### src/rtl/fetch_pkg.sv
// Shared types and defaults for the instruction-fetch stage: state encoding,
// the 16-bit machine word, and the reset/halt/bubble constants.
package fetch_pkg;

  typedef logic [15:0] word_t;

  localparam word_t      RESET_PC_DEF  = 16'h0000;
  localparam logic [3:0] HALT_OPC_DEF  = 4'hF;
  localparam word_t      NOP_INSTR_DEF = 16'h0000;

  typedef enum logic [1:0] {
    ST_FETCH = 2'd0,
    ST_MISS  = 2'd1,
    ST_HALT  = 2'd2
  } fetch_state_e;

  // Instructions are halfword aligned; bit 0 of any target is dropped.
  function automatic word_t align_pc(input word_t addr);
    return {addr[15:1], 1'b0};
  endfunction

endpackage

### src/rtl/fetch_stage_ifid_reg.sv
// IF/ID pipeline register: load captures a fetched instruction, flush turns the
// slot into a bubble, neither holds it. Flush wins over load.
module ifid_reg
  import fetch_pkg::*;
#(
  parameter word_t NOP_INSTR = NOP_INSTR_DEF
) (
  input  logic  clk,
  input  logic  rst_n,
  input  logic  load,
  input  logic  flush,
  input  word_t d_instr,
  input  word_t d_pc,
  input  word_t d_pc_plus2,
  output logic  q_valid,
  output word_t q_instr,
  output word_t q_pc,
  output word_t q_pc_plus2
);

  always_ff @(posedge clk or negedge rst_n) begin
    if (!rst_n) begin
      q_valid    <= 1'b0;
      q_instr    <= NOP_INSTR;
      q_pc       <= '0;
      q_pc_plus2 <= '0;
    end else if (flush) begin
      // The pc fields are meaningless in a bubble, so they are left alone.
      q_valid <= 1'b0;
      q_instr <= NOP_INSTR;
    end else if (load) begin
      q_valid    <= 1'b1;
      q_instr    <= d_instr;
      q_pc       <= d_pc;
      q_pc_plus2 <= d_pc_plus2;
    end
  end

endmodule

### src/rtl/fetch_stage.sv
// Instruction-fetch stage: owns the PC, requests one halfword per cycle from
// imem, and fills IF/ID, honouring redirect > stall > accept and HLT.
module fetch_stage
  import fetch_pkg::*;
#(
  parameter word_t      RESET_PC  = RESET_PC_DEF,
  parameter logic [3:0] HALT_OPC  = HALT_OPC_DEF,
  parameter word_t      NOP_INSTR = NOP_INSTR_DEF
) (
  input  logic         clk,
  input  logic         rst_n,
  input  logic         stall,
  input  logic         redirect_valid,
  input  word_t        redirect_pc,
  output logic         imem_req,
  output word_t        imem_addr,
  input  logic         imem_ready,
  input  word_t        imem_rdata,
  output logic         ifid_valid,
  output word_t        ifid_instr,
  output word_t        ifid_pc,
  output word_t        ifid_pc_plus2,
  output logic         halted,
  output fetch_state_e dbg_state
);

  // Handshake: a fetch completes on a cycle where imem_req && imem_ready are
  // both high; imem_addr is held stable while imem_req waits for imem_ready,
  // and a completed fetch is consumed only when neither stall nor redirect.

  fetch_state_e state_q, state_d;
  word_t        pc_q, pc_d;
  logic         accept;
  logic         is_hlt;
  logic         ifid_load;
  logic         ifid_flush;

  assign imem_req  = rst_n && (state_q != ST_HALT);
  assign imem_addr = pc_q;
  assign halted    = (state_q == ST_HALT);
  assign dbg_state = state_q;

  assign accept = imem_req && imem_ready && !stall && !redirect_valid;
  assign is_hlt = (imem_rdata[15:12] == HALT_OPC);

  always_ff @(posedge clk or negedge rst_n) begin
    if (!rst_n) begin
      state_q <= ST_FETCH;
      pc_q    <= RESET_PC;
    end else begin
      state_q <= state_d;
      pc_q    <= pc_d;
    end
  end

  always_comb begin
    state_d    = state_q;
    pc_d       = pc_q;
    ifid_load  = 1'b0;
    ifid_flush = 1'b0;
    if (redirect_valid) begin
      // A redirect is older than anything in fetch, including a pending miss or HLT.
      pc_d       = align_pc(redirect_pc);
      state_d    = ST_FETCH;
      ifid_flush = 1'b1;
    end else if (!stall) begin
      unique case (state_q)
        ST_FETCH, ST_MISS: begin
          if (accept) begin
            ifid_load = 1'b1;
            if (is_hlt) begin
              state_d = ST_HALT;
            end else begin
              pc_d    = pc_q + 16'd2;
              state_d = ST_FETCH;
            end
          end else begin
            ifid_flush = 1'b1;
            state_d    = ST_MISS;
          end
        end
        ST_HALT: begin
          ifid_flush = 1'b1;
        end
        default: begin
          state_d = ST_FETCH;
        end
      endcase
    end
  end

  ifid_reg #(
    .NOP_INSTR (NOP_INSTR)
  ) u_ifid (
    .clk        (clk),
    .rst_n      (rst_n),
    .load       (ifid_load),
    .flush      (ifid_flush),
    .d_instr    (imem_rdata),
    .d_pc       (pc_q),
    .d_pc_plus2 (pc_q + 16'd2),
    .q_valid    (ifid_valid),
    .q_instr    (ifid_instr),
    .q_pc       (ifid_pc),
    .q_pc_plus2 (ifid_pc_plus2)
  );

endmodule
### config.mk
export PLATFORM = sky130hd
export DESIGN_NAME = fetch_stage
export DESIGN_NICKNAME = d
export VERILOG_FILES = /design/src/rtl/fetch_pkg.sv /design/src/rtl/fetch_stage_ifid_reg.sv /design/src/rtl/fetch_stage.sv
export SDC_FILE = /design/constraint.sdc
export NUM_CORES = 1
export LEC_CHECK = 0
export CAP_MARGIN = 20
export CORE_MARGIN = 5
export CORE_UTILIZATION = 25
export CTS_BUF_LIST = sky130_fd_sc_hd__clkbuf_8
export DETAILED_ROUTE_END_ITERATION = 10
export GPL_ROUTABILITY_DRIVEN = 0
export PLACE_DENSITY = 0.61
export SYNTH_ARGS = -nofsm -noshare
export SYNTH_HDL_FRONTEND = slang
export SYNTH_SLANG_ARGS = --single-unit
export TNS_END_PERCENT = 30
### constraint.sdc
create_clock -name clk -period 2.4 [get_ports clk]
set_input_delay 0.48 -clock clk [delete_from_list [all_inputs] [get_ports clk]]
set_output_delay 0.48 -clock clk [all_outputs]
set_load 0.03 [all_outputs]
Word-level counts from Yosys, hierarchy flattened:

Index checks and enable logic that the tools add are counted.

* input port bits: 37
* output and inout port bits: 69
* register bits: 67

* bitwise operators: 1
* reduce and logical (&&, ||, !) cells: 14
* equality and inequality tests: 7
* mux-type cells: 22
* add/sub/neg operators: 1

Operator list (number)
* $mux W16: 7
* $add A16 B2 Y16 const B: 1
* $mux W1: 9
* $mux W2: 4
* $ne A2 B2 Y1 const B: 3
* $reduce_bool A2 Y1: 3
* $eq A4 B4 Y1 const B: 1
* $logic_and A1 B1 Y1: 4
* $pmux W2 S2: 1
* $reduce_and A2 Y1: 2
* $reduce_and A4 Y1: 1
* $eq A2 B1 Y1 const B: 1
* $eq A2 B2 Y1 const B: 1
* $logic_not A1 Y1: 2
* $logic_not A2 Y1: 1
* $ne A2 B1 Y1 const B: 1
* $pmux W1 S2: 1
* $reduce_or A2 Y1: 1
* $not A1 Y1: 1

Depth between registers and ports, before layout:

Gate-level depths: netlist of run 1.

* depth in word-level cells: 11
* depth in mapped cells: 7

Cells and area by module:

From an unflattened synthesis of run 1, not the netlist that was laid out.

* cell total of the unflattened synthesis: 271
* area, all modules: 3291.9 um^2

Modules (own cells, without submodules)
* ifid_reg: area each 2039.5 um^2, instances 1, cells each 124
* fetch_stage: area each 1252.5 um^2, instances 1, cells each 147

Worst setup path before layout of run 1:

No wires, ideal clock.

* path type: reg2reg
* from: register pc_q[3], in the netlist imem_addr[3]
* to: register pc_q[10], in the netlist imem_addr[10]
* cell stages (with the launch flop): 7
* setup slack: 0.265 ns
* arrival time: 2.054 ns
* path through: dfrtp_1 -> buf_2 -> nand3_1 -> or4_1 -> buf_2 -> or3_1 -> a31oi_1

* word-level cells in the longest chain between the ends: 6

RTL lines
* start, declared: line fetch_stage.sv:32 `word_t pc_q, pc_d;`
* start signal, assigned: line fetch_stage.sv:52 `pc_q <= pc_d;`
* $add A16 B2 Y16: line fetch_stage.sv:74 `pc_d = pc_q + 16'd2;`
* $mux W16: line fetch_stage.sv:71 `if (is_hlt) begin`
* $mux W16: line fetch_stage.sv:69 `if (accept) begin`
* $mux W16: line fetch_stage.sv:67 `unique case (state_q)`
* $mux W16: line fetch_stage.sv:66 `end else if (!stall) begin`
* $mux W16: line fetch_stage.sv:61 `if (redirect_valid) begin`

No other way between the ends. The select of a mux whose other input is x is not followed.
A chain may end at the register's enable or synchronous reset.

Worst setup path in the final report of run 1:

* from: input rst_n
* to: register pc_q[14], in the netlist imem_addr[14]

* word-level cells in the longest chain between the ends: 6

RTL lines
* start, declared: line fetch_stage.sv:11 `input logic rst_n,`
* $logic_and A1 B1 Y1: line fetch_stage.sv:38 `assign imem_req = rst_n && (state_q != ST_HALT);`
* $logic_and A1 B1 Y1 (3 in series): line fetch_stage.sv:43 `assign accept = imem_req && imem_ready && !stall && !redirect_valid;`
* $reduce_bool A2 Y1 (no line)
* $reduce_and A4 Y1 (no line)

No other way between the ends.

==> flow_metrics.tcl, run 1 <==
set metrics [dict create \
    grt_pass1_vias 2478 \
    critPathSlowestCell "or4_4" \
    gr-total-overflow 0 \
    path_class "in -> reg" \
    grt_max_degree 60 \
    fmax_mhz 437 \
    worstPathRequired_ns 2.66 \
    maxCapViolCount 0 \
    grtUsageTotal 0.124 \
    crit_family "simple AND/OR/NAND/NOR gates" \
    via_per_inst 4.60 \
    initial_core_util 0.253 \
    diodes 0 \
    drtIter0Drc 149 \
    postCtsSetupBuffers 0 \
    yosys_warnings 0 \
    ant_nets 0 \
    outcome "complete, no violations" \
    path_cells "dlygate4sd3_1 -> buf_4 -> nand4bb_1 -> or4_4 -> or3_1 -> a31oi_1" \
    tightest_slew_ns 0.772 \
    cts_buffers 9 \
    setup_viol 0 \
    rsz0062_at_grt "no" \
    nets 416 \
    worstPathArrival_ns 2.55 \
    h-tree-depth 3 \
    vias 2415 \
    die_w_um 117 \
    utilization 0.385 \
    port_buffers 101 \
    io_pins 106 \
    wirelength_mm 8.28 \
    die_h_um 117 \
    ys_seq_area_frac 0.562 \
    die-area_um2 13600 \
    drt-wirelength-per-cell_um 15.8 \
    fillers 1098 \
    grt_pass1_wl_mm 12.9 \
    fp-row-count 39 \
    antenna_found_initial 0 \
    post-route-period-util 0.954 \
    report.final.slew_viol_count 0 \
    clkSinkCount 64 \
    finalHoldViolations 0 \
    synth_area_um2 2850 \
    cts_tree "built" \
    synth_cell_types 38 \
    critPathBufInv 2 \
    layout-drive-gt1-share 0.160 \
    cts_root_buf "clkbuf_8" \
    drtPass1Iterations 4 \
    ys_ff_latch 64 \
    start_kind "input pin" \
    syn_avg_cell_area_um2 11.0 \
    remaining_drc_errors 0 \
    endpoint_kind "flip-flop" \
    insertion_delay_ns 0.34 \
    holdWs_ns 0.477 \
    vdd_drop_max_mv 0.395 \
    skew_ns 0.00585 \
    clock_tree.buffer_depth 2 \
    maxSlewHeadroom 0.486 \
    syn2layout_area_growth_pct 52.4 \
    power.leakage_nw 1.76 \
    power_density_nw_per_um2 755 \
    hp-class "reg -> reg" \
    synth_cells 260 \
    core_um2 11300 \
    period_needed_ns 2.29 \
    post-dp-hpwl_mm 5.97 \
    path_clk_slew_ns 0.07 \
    cpPeakStageDelay_ns 0.63 \
    crit_fanout 10 \
]
worst register-to-register path: cells and delay by family (launching register included):
kind	cells	cell delay [ns]
and+or+nand+nor	3	1.28
DFF	1	0.43
AOI/OAI and AO/OA	1	0.18
cells in the mapped netlist:
master | n | area (um^2)
nor4_1 | 5 | 31.3
nand4bb_1 | 1 | 11.3
a211oi_1 | 1 | 7.51
o41ai_1 | 1 | 8.76
clkinv_1 | 1 | 3.75
clkbuf_1 | 10 | 37.5
nand4_1 | 4 | 25.0
or3b_2 | 1 | 8.76
or3_1 | 6 | 37.5
a21oi_1 | 14 | 70.1
nand3_1 | 4 | 20.0
or2_2 | 1 | 6.26
xor2_1 | 5 | 43.8
nand2_1 | 16 | 60.1
buf_1 | 2 | 7.51
conb_1 | 1 | 3.75
ha_1 | 1 | 12.5
nor3_1 | 5 | 25.0
a31oi_1 | 6 | 37.5
o31a_1 | 2 | 17.5
or4_1 | 2 | 15.0
buf_2 | 3 | 15.0
o31ai_1 | 1 | 7.51
nor2_1 | 24 | 90.1
mux2_2 | 17 | 191
o21ai_0 | 16 | 80.1
and4bb_2 | 1 | 12.5
a21o_1 | 1 | 7.51
inv_1 | 3 | 11.3
a22o_1 | 16 | 140
dfrtp_1 | 64 | 1600
buf_4 | 3 | 22.5
xnor2_1 | 15 | 131
clkbuf_2 | 2 | 10.0
mux2i_1 | 1 | 10.0
and4_1 | 1 | 8.76
nand2b_1 | 1 | 6.26
nor2b_1 | 2 | 12.5
what timing repair did:
item                                   in CTS  in global routing
hold buffers                                1                  0
endpoints found under the hold margin       5                  0
setup endpoints to repair                   0                  3
resized for setup                           0                  1
path summary, 6_finish.rpt:
kind,start,end,slack (ns),depth (start not counted)
setup / recovery,rst_n,imem_addr[14]$_DFFE_PN0P_,0.11,6
setup reg to reg,dbg_state[1]$_DFFE_PN0P_,imem_addr[14]$_DFFE_PN0P_,0.43,4
min in group asynchronous,rst_n,dbg_state[0]$_DFFE_PN0P_,0.49,2
max in group asynchronous,rst_n,u_ifid.q_pc_plus2[15]$_DFFE_PN0P_,0.94,3
hold reg to reg,u_ifid.q_valid$_DFFE_PN0P_,u_ifid.q_valid$_DFFE_PN0P_,0.48,1
hold / removal,u_ifid.q_valid$_DFFE_PN0P_,u_ifid.q_valid$_DFFE_PN0P_,0.48,1
cell type report:
cell class | instances | area, um^2 | area share
multi-input cells | 174 | 1160 | 0.267
flip-flops and latches | 64 | 1600 | 0.369
clock buffers | 10 | 138 | 0.0317
clock inverters | 5 | 48.8 | 0.0112
well taps | 143 | 179 | 0.0412
inverters | 4 | 15.0 | 0.00346
repair buffers | 125 | 1200 | 0.277
stage by stage:
| stage | TNS, ns | instances | setup WS, ns | power (mW) | cell area (um^2) |
|---|---|---|---|---|---|
| final | 0 | 525 | 0.109 | 3.28 | 4340 |
| after global routing | 0 | 525 | 0.00524 | 3.44 | 4340 |
| after CTS | 0 | 524 | 0.0349 | 3.32 | 4330 |
| after detailed placement | -0.804 | 508 | -0.129 | 2.40 | 4130 |
| after global placement | -0.273 | 508 | -0.0951 | 2.38 | 4130 |
| after floorplan | 0 | 262 | 0.265 | 1.89 | 2860 |
where the power goes:
group          internal, mW  total (mW)  leakage, nW  switching (mW)
Clock                 0.493       0.906        0.103           0.413
Sequential             1.23        1.34        0.789           0.106
Combinational         0.463        1.03        0.869           0.568
cell usage in the layout, fill, tap and decap left out, drive strengths merged, types with 10 or more instances in the layout:
| master | instances |
|---|---|
| a21oi | 14 |
| a22o | 16 |
| buf | 25 |
| clkbuf | 10 |
| clkdlybuf4s50 | 99 |
| dfrtp | 64 |
| mux2 | 17 |
| nand2 | 16 |
| nor2 | 24 |
| o21ai | 16 |
| xnor2 | 15 |
logic make-up after synthesis:
group,Yosys count,share of synthesized area
xor+xnor,20,0.0615
compound gates,58,0.132
simple gates,74,0.130
other cells,1,0.00132
buf+inv,24,0.0378
flops,64,0.562
mux,18,0.0707
fa+ha+maj,1,0.00439
sequential cells by signal (all words and copies together) (netlist names):
signal / flops
u_ifid.q_pc: 15
dbg_state: 2
u_ifid.q_pc_plus2: 15
u_ifid.q_instr: 16
u_ifid.q_valid: 1
imem_addr: 15
layer usage:
layer / wire length (um) / GRT usage
met1: 3750 / 0.161
met3: 624 / 0.0451
met5: 0 / 0
met4: 95 / 0.0344
met2: 3800 / 0.195
Note: power is estimated with default switching activity, not from simulation.
==> inputs of run 2 (changes only) <==
- CORE_UTILIZATION: 25 -> 46
- PLACE_DENSITY: 0.61 -> 0.94
==> run 2 against run 1 <==
Non-clock buffer count is 3 lower. First-iteration DRC count is 22% lower. Register-to-register slack worse by 0.10 ns. Wire length is 1.7% lower. Maximum frequency is 4.7% higher. Via count is 4.6% higher. Combinational power hardly changed. Design area is 1.1% lower. Global-route usage is 9.5 points higher. Flip-flop and latch count stayed put. Clock power is 28% higher. Critical endpoint is now imem_addr[8]$_DFFE_PN0P_. Highest routed layer unchanged.
==> flow_metrics.tcl, run 2 (same netlist as run 1, synthesis figures left out) <==
set metrics [dict create \
    cts_tree "built" \
    r2r_start "dbg_state[1]$_DFFE_PN0P_" \
    via_per_inst 5.55 \
    p_clk_frac 0.329 \
    drtIter0Drc 116 \
    power_density_nw_per_um2 824 \
    maxSlewHeadroom 0.461 \
    core_um2 5960 \
    post-dp-hpwl_mm 5.68 \
    regToRegSetupSlack_ns 0.33 \
    remaining_drc_errors 0 \
    switching_power_mw 1.10 \
    nets 413 \
    h-tree-depth 3 \
    tightest_slew_ns 0.808 \
    report.final.slew_viol_count 0 \
    mostFrequentLayoutCell "clkdlybuf4s50_1" \
    power_frac_comb 0.289 \
    p_int_mw 2.44 \
    grt_pass1_wl_mm 13.1 \
    drt-wirelength-per-cell_um 17.9 \
    setup_viol 0 \
    path_class "in -> reg" \
    rsz0062_at_grt "no" \
    antenna_found_initial 0 \
    clock_tree.buffer_depth 2 \
    die-area_um2 7870 \
    final_cell_mix "99 x clkdlybuf4s50_1, 64 x dfrtp_1, 23 x nor2_1" \
    skew_ns 0.00488 \
    insertion_delay_ns 0.34 \
    post-route-period-util 0.912 \
    place_inst 438 \
    rr_worst_depth 5 \
    grt_max_degree 67 \
    fmax_mhz 457 \
    diodes 0 \
    fin_cells 455 \
    postCtsSetupBuffers 0 \
    die_h_um 88.7 \
    die_w_um 88.7 \
    cts_buffers 9 \
    r2r_end "imem_addr[8]$_DFFE_PN0P_" \
    largest_reg_flops 16 \
    syn2layout_area_growth_pct 50.7 \
    setup_tns_ns 0 \
    ant_nets 0 \
    finalHoldViolations 0 \
    hp-class "in -> async" \
    maxCapViolCount 0 \
    power.leakage_nw 1.77 \
    swShare 0.312 \
    grt_pass1_vias 2623 \
    gr-total-overflow 0 \
    vias 2525 \
    cts_resized 0 \
    period_needed_ns 2.19 \
    grtUsageTotal 0.218 \
    crit_fanout 6 \
    worstPathRequired_ns 2.63 \
    initial_core_util 0.478 \
    vdd_drop_max_mv 0.522 \
    top_register "u_ifid.q_instr" \
    cts_root_buf "clkbuf_8" \
    fp-row-count 28 \
    drtPass1Iterations 4 \
    clkSinkCount 64 \
    worstPathArrival_ns 2.42 \
    holdBufCountCts 0 \
    layout-drive-gt1-share 0.158 \
    path_clk_slew_ns 0.07 \
    port_buffers 101 \
    power_frac_seq 0.382 \
    io_pins 106 \
    wirelength_mm 8.14 \
    outcome "complete, no violations" \
    endpoint_kind "flip-flop" \
    start_kind "input pin" \
]
==> run 2: cell types whose count changed in the layout (fill, tap and decap cells not counted), sizes merged <==
cell	previous run	this run
clkinv	4	2
buf	25	23
dlygate4sd3	1	0
inv	4	3
clkbuf	10	11
clkinvlp	0	1
bufinv	1	3
==> run 2: stage by stage <==
stage	hold WS (ns)	total power, mW	cell area (um^2)	util	worst slack (ns)
after global placement	0.458	2.36	4030	0.677	-0.0274
final	0.354	3.54	4290	0.721	0.212
after detailed placement	0.475	2.39	4030	0.677	-0.0773
after CTS	0.374	3.56	4290	0.720	0.224
after global routing	0.427	3.68	4290	0.721	0.0915
after floorplan	0.184	1.89	2860	-	0.265
==> run 2: layer usage <==
layer / part of all wire / global-route usage
met1: 0.39 / 0.272
met2: 0.51 / 0.364
met3: 0.081 / 0.0615
met4: 0.016 / 0.0769
met5: 0 / 0
==> run 2: worst max-delay path by stage <==
stage / endpoint / slack, ns / from / cells past startpoint
global placement: imem_addr[10]$_DFFE_PN0P_ / -0.03 / stall / 5
global route: imem_req / 0.09 / rst_n / 4
finish: imem_addr[8]$_DFFE_PN0P_ / 0.21 / imem_ready / 6
CTS: imem_req / 0.22 / rst_n / 4
detailed placement: imem_addr[10]$_DFFE_PN0P_ / -0.08 / imem_ready / 5
floorplan: imem_addr[10]$_DFFE_PN0P_ / 0.26 / imem_addr[3]$_DFFE_PN0P_ / 6
==> run 2: worst max-delay path, stage by stage <==
cell             delay, ns
clkdlybuf4s50_1       0.51
nand4bb_1             0.16
or4_1                 0.68
buf_4                 0.20
xor2_1                0.15
o21ai_0               0.25
==> run 2: area by class of cell <==
class                      count  area [um^2]
fill                         412         1660
sequential                    64         1600
timing repair buffer         122         1170
multi-input combinational    174         1150
clock buffer                  11          151
clock inverter                 5          103
tap                           75         93.8
inverter                       4         15.0
==> run 2: power by group through the flow <==
stage               sequential (mW)  combinational [mW]  clock (mW)
floorplan                      1.66               0.230           0
global placement               1.36                1.00           0
detailed placement             1.37                1.02           0
CTS                            1.35                1.03        1.18
global route                   1.38                1.08        1.23
finish                         1.35                1.02        1.16
==> RTL edit 1: new RTL, settings of run 1 <==
Reset style: synchronous (`rst_n`), changed in 2 clocked blocks.
--- a/src/rtl/fetch_stage_ifid_reg.sv
+++ b/src/rtl/fetch_stage_ifid_reg.sv
@@ -19,5 +19,5 @@
 );
 
-  always_ff @(posedge clk or negedge rst_n) begin
+  always_ff @(posedge clk) begin
     if (!rst_n) begin
       q_valid    <= 1'b0;
--- a/src/rtl/fetch_stage.sv
+++ b/src/rtl/fetch_stage.sv
@@ -44,5 +44,5 @@
   assign is_hlt = (imem_rdata[15:12] == HALT_OPC);
 
-  always_ff @(posedge clk or negedge rst_n) begin
+  always_ff @(posedge clk) begin
     if (!rst_n) begin
       state_q <= ST_FETCH;
Function: differs if rst_n is asserted again (counterexample within 4 cycles, from zero or initial values and one cycle with rst_n low); with rst_n held inactive, the same outputs for 10 cycles.
==> RTL edit 1 against run 1 <==
Wire length up 1.1%. Area after synthesis down 3.5%. Setup slack better by 0.094 ns. Synthesized cell count up 28%. Register-to-register slack better by 0.10 ns. Sequential cell count unchanged. Final area down 4.5%.
Power is not compared: it rests on default switching activity, and its combinational part moved more than twofold at a synthesized area within 25%.
==> RTL edit 1: results (changes against run 1) <==
* Run status: finished, final reports clean
* Placement-stage worst setup slack at 0.182 ns (+0.311 ns)
* Global-route wire length before repair at 13000 um (+1.4%)
* Worst reg-to-reg path cell count at 5 (+1)
* Final layout net count at 471 (+13%)
* Per-cell routed wire length at 14.5 um (-8.2%)
* Leading post-synthesis cells by instance count: sky130_fd_sc_hd__nand2_1 (77), sky130_fd_sc_hd__dfxtp_1 (64), sky130_fd_sc_hd__a21oi_1 (33)
* DRC marker count from the first detailed-route iteration at 184 (+23%)
* Reg clk slew, reported paths at 0.07 ns (about the same)
* Worst hold slack at 0.458 ns (-0.0191 ns)
* Number of cells after detailed placement at 562 (+11%)
* Critical path's largest stage delay at 0.47 ns (-0.16 ns)
* Share of synthesized area occupied by flip-flops and latches at 46.6% (-9.6 points)
* Hold EP: u_ifid.q_instr[8]
* Primary FF master, synth: sky130_fd_sc_hd__dfxtp_1
* Area contributors post-synth: sky130_fd_sc_hd__dfxtp_1 (47%), sky130_fd_sc_hd__nand2_1 (11%), sky130_fd_sc_hd__a21oi_1 (6.0%)
* Synthesized instance count at 334 (+28%)
* Share of post-route cells with drive strength above 1 at 7.53% (-8.4 points)
* Total number of vias at 2656 (+10%)
* Number of distinct library cells after synthesis at 37 (-2.6%)
* Async SR Flop Fraction at 0% (-100 points)
* Instance count along the most critical hold path at 2 (+1)
* Post-Place Cell Area at 0.00392 mm2 (-5.3%)
* Reg2reg setup slack at 0.53 ns (+0.10 ns)
* Vias in the first global route at 2540 (+2.5%)
* Data arrival time of the critical path at 1.72 ns (-0.83 ns)
* Reg2reg start: imem_addr[1]
* Post-DP HPWL at 6250 um (+4.7%)
* Endpoint of the most critical register-to-register path: imem_addr[15]
* Dominant delay contributor by cell family on the critical path: buffers and inverters
* Critical path's slowest cell: sky130_fd_sc_hd__clkdlybuf4s50_1
* Post-Route Skew at 0.00970 ns (+0.00386 ns)
* Hold Path Origin: u_ifid.q_instr[8]
* Crit path max fanout at 48 (+38)
* Global routing usage summed across all routing layers at 12.5% (+0.14 points)
* Clock latency of the later-clocked register in the worst-skew pair at about 0.33 ns
RTL edit 1: cell count changes after synthesis, moves of 13 or more:
cell	run 1	this run
sky130_fd_sc_hd__nand2_1	16	77
sky130_fd_sc_hd__a21oi_1	14	33
sky130_fd_sc_hd__mux2_2	17	0
sky130_fd_sc_hd__dfrtp_1	64	0
sky130_fd_sc_hd__a22o_1	16	0
sky130_fd_sc_hd__o21ai_0	16	29
sky130_fd_sc_hd__dfxtp_1	0	64
sky130_fd_sc_hd__a21boi_0	0	17
sky130_fd_sc_hd__nor2_1	24	6
RTL edit 1: area by class of cell:
cell class | count | area [um2]
fillers | 1107 | 6650
multi-input cells | 242 | 1330
flip-flops and latches | 64 | 1280
repair buffers | 115 | 1130
well taps | 140 | 175
clock buffers | 12 | 165
clock inverters | 4 | 67.6
inverters | 1 | 3.75
RTL edit 1: logic make-up (layout without fill, tap and decap cells):
| family | Yosys count | after routing | share of synthesized area [%] |
|---|---|---|---|
| flops | 64 | 64 | 46.6 |
| mux | 1 | 1 | 0.364 |
| compound gates | 95 | 95 | 20.3 |
| simple gates | 123 | 123 | 20.7 |
| fa+ha+maj | 1 | 1 | 0.455 |
| buf+inv | 30 | 132 | 5.41 |
| xor+xnor | 19 | 19 | 6.05 |
| other cells | 1 | 3 | 0.136 |
RTL edit 1: how the worst max path moves through the flow:
stage | from | to | slack, ns
finish | rst_n | imem_req | 0.20
global route | dbg_state[1] | halted | 0.11
CTS | dbg_state[1] | halted | 0.18
detailed placement | imem_ready | imem_addr[15] | 0.18
global placement | imem_ready | imem_addr[15] | 0.20
floorplan | dbg_state[1] | u_ifid.q_valid | 0.37
RTL edit 1: report_power, final:
group          leakage [nW]  switching, mW  internal [mW]
combinational         0.802          0.172          0.155
sequential            0.521         0.0420           1.09
clock                 0.125          0.393          0.664
RTL edit 1: per-layer routing:
layer  global-route usage [%]  vias up  wire [um]
li1                         -     1337          -
met1                     16.4     1243       3900
met2                     20.3       67       3910
met3                     3.58        9        443
met4                     3.36        0        118
met5                        0        -          0
RTL edit 1: worst register-to-register path, cell delays in order (launching register included):
cell and delay, ns:
sky130_fd_sc_hd__dfxtp_1 0.34, sky130_fd_sc_hd__ha_1 0.23, sky130_fd_sc_hd__and3_1 0.42, sky130_fd_sc_hd__nand3_1 0.20, sky130_fd_sc_hd__or4_1 0.43, sky130_fd_sc_hd__a31oi_1 0.17
==> RTL edit 2: new RTL, config.mk and constraints of run 1 <==
Made on the original files. Put one more register stage on the output `dbg_state`. The value now appears one clock later. The other outputs are not delayed to match.
--- a/src/rtl/fetch_stage.sv
+++ b/src/rtl/fetch_stage.sv
@@ -39,5 +39,7 @@
   assign imem_addr = pc_q;
   assign halted    = (state_q == ST_HALT);
-  assign dbg_state = state_q;
+  always_ff @(posedge clk) begin
+    dbg_state <= state_q;
+  end
 
   assign accept = imem_req && imem_ready && !stall && !redirect_valid;
Formal check against the unedited RTL: not equivalent (Yosys sat finds a counterexample within 4 cycles, from zero or initial values and one cycle with rst_n low).
==> RTL edit 2 against run 1 <==
Worst hold slack worse by 0.44 ns. Die area up 1.2%. Synthesized cell count up 0.38%. Power up 3.6%. Final area up 1.8%. Wire length up 4.7%. Setup slack better by 0.067 ns. Highest routed layer unchanged. Area after synthesis up 1.3%. Register-to-register slack worse by 0.15 ns. Count of clock-buffer cells in the layout up 1. Clock power up 6.8%. Sequential cell count up 2. Critical path type unchanged.
==> RTL edit 2: results (changes against run 1) <==
* GRT met1 Usage at 16.7% (+0.65 points)
* Vias in the first global route at 2600 (+4.9%)
* Mux cell area share after synthesis at 7.33% (+0.25 points)
* Total number of vias at 2493 (+3.2%)
* DRC marker count from the first detailed-route iteration at 115 (-23%)
* IO buf count at 101 (unchanged)
* Met3 demand-to-capacity share in global routing at 4.28% (-0.23 points)
* Leading post-synthesis cells by instance count: sky130_fd_sc_hd__dfrtp_1 (64), sky130_fd_sc_hd__nor2_1 (24), sky130_fd_sc_hd__mux2_2 (17), sky130_fd_sc_hd__nand2_1 (17)
* Critical path's slowest cell: sky130_fd_sc_hd__or4_1
* Primary FF master, synth: sky130_fd_sc_hd__dfrtp_1
* Number of cells after detailed placement at 515 (+1.4%)
* Cell Count, Final, Fillers Out at 532 (+1.3%)
* CTS buffer count at 9 (unchanged)
* Max clock buf depth at 2 (unchanged)
* CTS-repair resized insts at 0 (unchanged)
* Leak Pwr at 1.81 nW (+2.5%)
* Area contributors post-synth: sky130_fd_sc_hd__dfrtp_1 (55%), sky130_fd_sc_hd__mux2_2 (6.6%), sky130_fd_sc_hd__a22o_1 (4.9%)
* GR met2 Demand/Resource at 19.5% (about the same)
* Maximum number of pins on one net before global-route repair at 65 (+8.3%)
* Number of distinct library cells after synthesis at 36 (-5.3%)
* Number of setup buffers added after CTS at 0 (unchanged)
* Post-Route Skew at 0.00939 ns (+0.00354 ns)
* Data arrival time of the critical path at 2.49 ns (-0.06 ns)
* Total iterations of the first detailed-routing run at 6 (+2)
* Global-route wire length before repair at 14200 um (+11%)
* Area fraction in compound gates after synthesis at 12.6% (-0.65 points)
* Type of the most critical hold path: primary input to async pin
* Xor and xnor area share after synthesis at 6.37% (+0.22 points)
* Async SR Flop Fraction at 97.0% (-3.0 points)
* Yosys Warn Count at 0 (unchanged)
* Run status: finished, final reports clean
* Worst supply voltage drop on vdd at 0.319 mV (-19%)
* Post-DP HPWL at 6260 um (+4.8%)
* Share of synthesized area occupied by flip-flops and latches at 56.9% (+0.66 points)
* Global routing usage summed across all routing layers at 12.8% (+0.42 points)
* Placement-stage worst setup slack at -0.192 ns (-0.0628 ns)
* Adder and majority cell fraction of the synthesized area at 0.433% (-0.0057 points)
* Final layout net count at 422 (+1.4%)
* Share of post-route cells with drive strength above 1 at 16.5% (+0.48 points)
* Crit path max fanout at 3 (-7)
* Tightest Pin Transition at 0.841 ns (+0.0690 ns)
* Reg clk slew, reported paths at 0.07 ns (about the same)
* Synthesized instance count at 261 (+0.38%)
* Final Critical Period at 2.22 ns (-0.0669 ns)
* Total wire length after detailed routing at 8670 um (+4.7%)
* Worst hold slack at 0.0402 ns (-0.437 ns)
* Reg2reg setup slack at 0.28 ns (-0.15 ns)
RTL edit 2: worst reg2reg max path, stage by stage (launching register included):
cell and delay [ns]:
sky130_fd_sc_hd__dfrtp_1 0.50, sky130_fd_sc_hd__nand4_1 0.29, sky130_fd_sc_hd__or4_1 0.55, sky130_fd_sc_hd__or4_1 0.53
sky130_fd_sc_hd__a31oi_1 0.16
RTL edit 2: where the power goes:
group | leakage, nW | switching (mW) | internal, mW
clock network | 0.113 | 0.443 | 0.525
logic | 0.887 | 0.580 | 0.472
registers | 0.805 | 0.107 | 1.27
total | 1.81 | 1.13 | 2.27
RTL edit 2: stage by stage:
stage	setup TNS [ns]	total power, mW	area (um2)
6_report	0	3.40	4420
5_1_grt	0	3.56	4420
3_5_place_dp	-0.579	2.46	4220
3_3_place_gp	-0.476	2.44	4220
2_1_floorplan	0	1.94	2890
4_1_cts	0	3.44	4410
RTL edit 2: kinds of logic after synthesis:
kind of cell    Yosys count
other cells               1
buf+inv                  23
flops                    66
simple gates             74
mux                      19
xor+xnor                 21
fa+ha+maj                 1
compound gates           56
RTL edit 2: final cells by class:
class                           instances  area [um2]
Fill cell                            1115        6950
Sequential cell                        66        1640
Timing Repair Buffer                  130        1240
Multi-Input combinational cell        174        1160
Tap cell                              143         179
Clock buffer                           11         151
Clock inverter                          5        46.3
Inverter                                3        11.3
RTL edit 2: worst paths after layout:
kind / to / start / cells past startpoint
max: imem_addr[14] / stall / 5
min: u_ifid.q_pc[2] / rst_n / 2
max reg2reg: imem_addr[14] / imem_addr[7] / 4
min reg2reg: dbg_state[0] / state_q[0] / 0
max in group asynchronous: imem_addr[14] / rst_n / 3
min in group clk: dbg_state[0] / state_q[0] / 0
RTL edit 2: per-layer routing:
layer	vias up	wire length, um
li1	1172	-
met1	1224	3940
met2	81	4010
met3	16	554
met4	0	163
met5	-	0
